<file path="config.mk">
export PLATFORM = sky130hd
export DESIGN_NAME = func_sequencer
export DESIGN_NICKNAME = d
export VERILOG_FILES = /design/src/rtl/func_sequencer.sv
export SDC_FILE = /design/constraint.sdc
export NUM_CORES = 1
export LEC_CHECK = 0
export ABC_AREA = 1
export BUFFER_PORTS_ARGS = -buffer_cell sky130_fd_sc_hd__buf_2
export CAP_MARGIN = 20
export CORE_ASPECT_RATIO = 0.7
export CORE_MARGIN = 3
export CORE_UTILIZATION = 47
export CTS_CLUSTER_SIZE = 25
export DETAILED_ROUTE_END_ITERATION = 8
export GPL_TIMING_DRIVEN = 1
export MAX_ROUTING_LAYER = met4
export PLACE_DENSITY = 0.83
export SLEW_MARGIN = 20
export SYNTH_ARGS = -nofsm -noshare
export SYNTH_HDL_FRONTEND = slang
export SYNTH_SLANG_ARGS = --single-unit
</file>
<file path="constraint.sdc">
create_clock -name clk -period 2.4 [get_ports clk]
set_clock_uncertainty 0.1 [all_clocks]
set_input_delay 0.36 -clock clk [delete_from_list [all_inputs] [get_ports clk]]
set_output_delay 0.36 -clock clk [all_outputs]
set_load 0.005 [all_outputs]
</file>
<file path="src/rtl/func_sequencer.sv">
// Function-code sequencer for the X/Y/Z/ULA datapath: CLR, three handshaked
// operand loads, SHIFTS x DIV, RES, then back to idle (DIS).
module func_sequencer #(
    parameter int WIDTH  = 8,
    parameter int SHIFTS = 1
) (
    input  logic             clk,
    input  logic             rst_n,
    input  logic             start,
    input  logic             abort,
    input  logic             op_valid,
    input  logic [WIDTH-1:0] op_data,
    output logic             op_ready,
    output logic [WIDTH-1:0] operand,
    output logic [3:0]       func,
    output logic             busy,
    output logic             done
);

    localparam logic [3:0] F_CLR = 4'b0000;
    localparam logic [3:0] F_LD1 = 4'b0001;
    localparam logic [3:0] F_LD2 = 4'b0010;
    localparam logic [3:0] F_LD3 = 4'b0011;
    localparam logic [3:0] F_DIV = 4'b0100;
    localparam logic [3:0] F_RES = 4'b0101;
    localparam logic [3:0] F_DIS = 4'b0110;

    localparam logic [3:0] S_IDLE = 4'd0;
    localparam logic [3:0] S_CLR  = 4'd1;
    localparam logic [3:0] S_W1   = 4'd2;
    localparam logic [3:0] S_L1   = 4'd3;
    localparam logic [3:0] S_W2   = 4'd4;
    localparam logic [3:0] S_L2   = 4'd5;
    localparam logic [3:0] S_W3   = 4'd6;
    localparam logic [3:0] S_L3   = 4'd7;
    localparam logic [3:0] S_SH   = 4'd8;
    localparam logic [3:0] S_RS   = 4'd9;
    localparam logic [3:0] S_ACLR = 4'd10;

    localparam logic [3:0] SH_LOAD = 4'(SHIFTS - 1);

    logic [3:0] state;
    logic [3:0] next_state;
    logic [3:0] cnt;
    logic [3:0] func_next;
    logic       accept;

    // Handshake: an operand transfers on a rising edge where op_valid and
    // op_ready are both high; abort in the same cycle cancels the transfer.
    assign accept = op_valid & op_ready & ~abort;

    always_comb begin
        next_state = state;
        if (abort && state != S_IDLE && state != S_ACLR) begin
            next_state = S_ACLR;
        end else begin
            case (state)
                S_IDLE:  if (start) next_state = S_CLR;
                S_CLR:   next_state = S_W1;
                S_W1:    if (accept) next_state = S_L1;
                S_L1:    next_state = S_W2;
                S_W2:    if (accept) next_state = S_L2;
                S_L2:    next_state = S_W3;
                S_W3:    if (accept) next_state = S_L3;
                S_L3:    next_state = S_SH;
                S_SH:    if (cnt == 4'd0) next_state = S_RS;
                S_RS:    next_state = S_IDLE;
                S_ACLR:  next_state = S_IDLE;
                default: next_state = S_IDLE;
            endcase
        end
    end

    // Outputs are decoded from next_state so they are registered alongside it.
    always_comb begin
        func_next = F_DIS;
        case (next_state)
            S_CLR, S_ACLR: func_next = F_CLR;
            S_L1:          func_next = F_LD1;
            S_L2:          func_next = F_LD2;
            S_L3:          func_next = F_LD3;
            S_SH:          func_next = F_DIV;
            S_RS:          func_next = F_RES;
            default:       func_next = F_DIS;
        endcase
    end

    always_ff @(posedge clk or negedge rst_n) begin
        if (!rst_n) begin
            state    <= S_IDLE;
            cnt      <= SH_LOAD;
            func     <= F_CLR;
            op_ready <= 1'b0;
            busy     <= 1'b0;
            done     <= 1'b0;
            operand  <= '0;
        end else begin
            state    <= next_state;
            cnt      <= (state == S_SH) ? cnt - 4'd1 : SH_LOAD;
            func     <= func_next;
            op_ready <= (next_state == S_W1) || (next_state == S_W2) ||
                        (next_state == S_W3);
            busy     <= (next_state != S_IDLE);
            done     <= (state == S_RS) && (next_state == S_IDLE);
            if (accept) begin
                operand <= op_data;
            end
        end
    end

endmodule

</file>
==> impl_results.md, run 1 <==
- Final nets: 150
- Crit path depth: 7
- Share of layout cells above drive strength 1: 33.58%
- Clk_lat worst skew: 0.31 ns
- Min-Delay Startpoint: op_data[3]
- Seq/Total Area, Yosys: 54.86%
- RSZ-0062 raised after global routing: false
- Post-route insts no fill: 156
- Tcrit/Tclk final: 63.02%
- Die W: 61.23 um
- I/O pins: 28
- Die area: 0.002734 mm^2
- WHS Endpoint: operand[3]
- Final Power: 1.553 mW
- Initial antenna violation count: 0
- Comb pwr share: 44.9%
- RePlAce Congestion: 0.9805
- CP arrival: 1.63 ns
- CP max FO: 9
- Syn Std Cell Area: 0.001003 mm^2
- Max stage delay on crit path: 0.49 ns
- Synth Instances: 105
- Setup TNS: 0 ns
- Multi-input logic area: 389.1 um^2
- Detailed placement HPWL: 1612 um
- Register Area: 550.5 um^2
- Final setup violation count: 0
- Max Clock Freq: 661.2 MHz
- PwrDens: 1306 mW/mm^2
- Post-DR wirelength/cell: 13.39 um
- Hold path depth: 2
- Core area: 0.001936 mm^2
- Total leakage power: 0.6453 nW
- CTS Sinks: 22
- Reg2reg path depth: 7
- Iter 0 DRT Violations: 24
- Syn_nets: 120
- Synth Warn #: 0
- Most frequent cells in the layout: buf_2 (26), dfrtp_1 (22), nand2_1 (17), nor2_1 (15), inv_1 (12)
- Clock power share: 13.0%
- GRT Total Usage: 17.44%
- Status: finished clean
- Post-layout util: 61.41%
- Max-Cap Viols: 0
- R2r endpoint: busy
- R2r startpoint: state[3]
- CTS buffer count: 3
- CP endpoint kind: flip-flop
- Antenna diodes: 0
- Synth Register Bits: 22
- Antenna-violating nets left: 0
- Tmin final: 1.512 ns
- CP top delay family: simple AND/OR/NAND/NOR gates
- Placed Cells: 151
- Net Sw Frac: 40.47%
- Input/output buffers: 26
- Final instance area: 0.001189 mm^2
- Synth cell types: 19
- Residual DRC: 0
- Filler cells: 166
- CTS H-tree depth: 1
- Routed vias/inst: 5.147
- Area delta synth->final: 18.45%
- Crit path top cell by count: nand2_2
- CP max-delay cell: dfrtp_1
- CTS tree: yes
- P_int: 924.2 uW
- Fin. max-slew vios: 0
- Largest net degree at the start of global routing: 23
- Root buf cell: clkbuf_4
- Worst hold path class: in -> reg
- Worst setup startpoint: state[3]
- Area post-placement: 0.001142 mm^2
- Reg power frac: 42.1%
- Clock Tree Buf Depth: 2
- Commonest non-fill, non-tap cell in the layout: buf_2
- CP Data Required Time: 2.52 ns
- WP buf/inv: 1
- Final wirelength: 2089 um
- Reg clk slew, reported paths: 0.12 ns
- DRT Pass-1 Iters: 4
- Crit start category: flip-flop
- Hold Violations, Final: 0
- Chip height: 44.66 um
- Syn_area_per_cell: 9.557 um^2
- First-pass GRT wire length: 3229 um
- Overflow after GRT: 0
- R2R setup slack: 0.89 ns
- VDD IR max: 0.0006371 V
- Critical-path cell list: inv_1 > nor2_2 > nand2_2 > nand2_2 > nor2_2 > nand2_2 > or2_1
- Sw power: 628.3 uW
- Initial Utilization: 51.84%
- Vias: 803
- Vias in the first global route: 740
- Critical path type: reg -> reg
- Std cell rows: 13
- # resized after CTS: 0
==> what timing repair did <==
item,in CTS,in global routing
setup buffers,0,0
hold buffers,1,0
endpoints found under the hold margin,22,0
==> cell families (layout without fill, tap and decap cells) <==
logic type               count (synthesis)  in the layout  synth area share [%]
other                                    1              1                0.3737
AND/OR/NAND/NOR                         52             52                 23.57
XOR/XNOR                                 1              1                0.8730
buffers and inverters                   14             43                 6.359
flip-flops                              22             22                 54.86
multiplexers                             8              8                 8.978
AO/OA/AOI/OAI                            5              5                 2.493
adder cells (fa/ha/maj)                  2              2                 2.493
==> layout make-up <==
type / count / area share, %
Multi-Input combinational cell: 69 / 32.74
Inverter: 12 / 3.789
Tap cell: 22 / 2.316
Timing Repair Buffer: 27 / 11.79
Clock buffer: 4 / 3.053
Sequential cell: 22 / 46.32
==> metal layers <==
metal	share of wire [%]	GRT usage, %	up-vias
met3	6.9	6.122	4
met5	0	-	-
met1	42	20.88	373
li1	-	-	390
met4	0.81	4.762	0
met2	50	27.85	36
==> state kept, by name, indices dropped and copies added (netlist names) <==
register	flops
operand	8
cnt	4
state	4
func	3
busy	1
done	1
op_ready	1
==> Yosys cell counts, drive strengths merged <==
master  count  area share (%)
nand3b      1            0.75
xnor2       1            0.87
buf         2             1.9
nor3        2             1.0
nand3       6             3.0
and3        1            0.62
nor2       19             8.1
dfrtp      22              55
conb        1            0.37
or2         1            0.62
mux2        8             9.0
nand2      20             8.2
ha          2             2.5
nand4       2             1.2
a21oi       5             2.5
inv        12             4.5
==> worst max path at each step <==
stage,to,slack [ns]
floorplan,busy,1.04
global placement,busy,0.95
detailed placement,busy,0.91
CTS,busy,0.89
global route,busy,0.78
finish,busy,0.89
==> power by group through the flow <==
stage          logic, mW  clock network [mW]  registers [mW]
2_1_floorplan      0.488                   0           0.636
3_3_place_gp       0.664                   0           0.642
3_5_place_dp       0.693                   0           0.660
4_1_cts            0.700               0.206           0.652
5_1_grt            0.793               0.222           0.675
6_report           0.697               0.201           0.654
==> metrics by stage <==
step | setup WS [ns] | hold WS [ns]
final | 0.8875 | 0.1677
after global routing | 0.7799 | 0.1568
after CTS | 0.8929 | 0.1715
after detailed placement | 0.9082 | 0.2394
after global placement | 0.9525 | 0.2282
after floorplan | 1.041 | -0.03559
Note: power is estimated with default switching activity, not from simulation.
==> inputs of run 2 (changes only) <==
- CORE_UTILIZATION: 47 -> 45
- clock period: 2.4 -> 1.35 ns (I/O delays scaled with it)
==> impl_results.md, run 2 (synthesis results as in run 1) <==
- Commonest non-fill, non-tap cell in the layout: buf_2
- Max reg flops: 8
- Vias: 881
- Largest Register: operand
- Register Area: 555.5 um^2
- Tcrit/Tclk final: 112.7%
- VDD IR max: 0.001485 V
- CP arrival: 1.62 ns
- DRT Pass-1 Iters: 4
- CTS tree: yes
- Initial antenna violation count: 0
- Core area: 0.001984 mm^2
- Post-route insts no fill: 180
- Filler cells: 151
- Residual DRC: 0
- Critical path type: reg -> reg
- Placed Cells: 169
- Clock Tree Buf Depth: 2
- First-pass GRT wire length: 3815 um
- Detailed placement HPWL: 1753 um
- Total leakage power: 0.7410 nW
- Antenna diodes: 0
- Max Clock Freq: 657.2 MHz
- CP Data Required Time: 1.45 ns
- Clk_lat worst skew: 0.30 ns
- Vias in the first global route: 833
- CP max FO: 7
- Iter 0 DRT Violations: 13
- Initial Utilization: 50.57%
- Routed vias/inst: 4.894
- Final Power: 3.396 mW
- Multi-input logic area: 501.7 um^2
- Area delta synth->final: 43.89%
- RePlAce Congestion: 0.9565
- Antenna-violating nets left: 0
- CTS Sinks: 22
- Overflow after GRT: 0
- Status: finished with violations
- Die W: 62.44 um
- Share of layout cells above drive strength 1: 56.00%
- CTS H-tree depth: 1
- Die area: 0.002842 mm^2
- Final wirelength: 2608 um
- Post-DR wirelength/cell: 14.49 um
- CP endpoint kind: flip-flop
- Max-Cap Viols: 0
- Post-layout util: 72.76%
- GRT Total Usage: 18.85%
- Tmin final: 1.522 ns
- Most frequent cells in the layout: buf_2 (26), dfrtp_1 (18), buf_4 (13), nand2_1 (12), inv_1 (10)
- PwrDens: 2352 mW/mm^2
- Fin. max-slew vios: 0
- Final setup margin: -0.1715 ns
- Largest net degree at the start of global routing: 23
- Input/output buffers: 26
- Final nets: 167
- I/O pins: 28
- Hold Violations, Final: 0
- Std cell rows: 13
- Reg clk slew, reported paths: 0.10 ns
- Chip height: 45.51 um
- Crit start category: flip-flop
- RSZ-0062 raised after global routing: true
- CTS buffer count: 3
- Final setup violation count: 6
- Violated checks: negative setup slack
- Worst hold path class: in -> reg
- Top flop regs: operand (8), cnt (4), state (4)
- Root buf cell: clkbuf_4
run 2: what timing repair did:
item                                    4_1_cts  5_1_grt
resized for setup                            13       23
hold buffers                                  1        1
endpoints found under the setup margin        6       14
buffers inserted                              2        4
endpoints found under the hold margin        22        1
pin swaps                                     4       12
run 2: critical path, cell delays in order, from the launching register on:
cell	delay, ns
dfrtp_2	0.48
nor2_4	0.15
nand2_2	0.10
nand2_2	0.10
nor2_4	0.06
nor2_4	0.11
nand2_2	0.08
or2_1	0.23
run 2: final timing paths:
kind	slack [ns]	to	start	cells past startpoint
worst max-delay path	-0.17	busy	state[0]	7
worst min-delay path	0.02	operand[7]	op_data[7]	2
worst max register to register	-0.17	busy	state[0]	7
worst min register to register	0.34	cnt[0]	cnt[0]	1
max in group asynchronous	0.50	state[3]	rst_n	2
min in group asynchronous	0.29	operand[2]	rst_n	2
run 2: layer usage:
metal / vias up / part of all wire (%) / global-route usage [%]
li1: 420 / - / -
met1: 425 / 40 / 20.47
met2: 28 / 54 / 33.47
met3: 8 / 5.0 / 5.926
met4: 0 / 1.3 / 7.018
met5: - / 0 / -
run 2: through the flow:
step                setup WS (ns)  hold slack (ns)   TNS (ns)  cell area [um^2]
floorplan               -0.009248          -0.1931  -0.009248              1003
global placement         -0.03496          0.07095   -0.06127              1227
detailed placement        -0.1360          0.08637    -0.3193              1227
CTS                      -0.07214          0.01415   -0.08618              1314
global route              -0.2249         0.004968     -1.015              1444
finish                    -0.1715          0.02373    -0.3854              1444
run 2: area by class of cell:
class                   instances  area share, %
flip-flops and latches         22          38.48
multi-input cells              69          34.75
repair buffers                 44          19.50
inverters                      12          3.120
well taps                      30          2.600
clock buffers                   3          1.560
run 2: power breakdown:
part	internal (mW)	switching, mW
clock	0.104	0.177
combinational	0.905	1.04
sequential	0.957	0.215
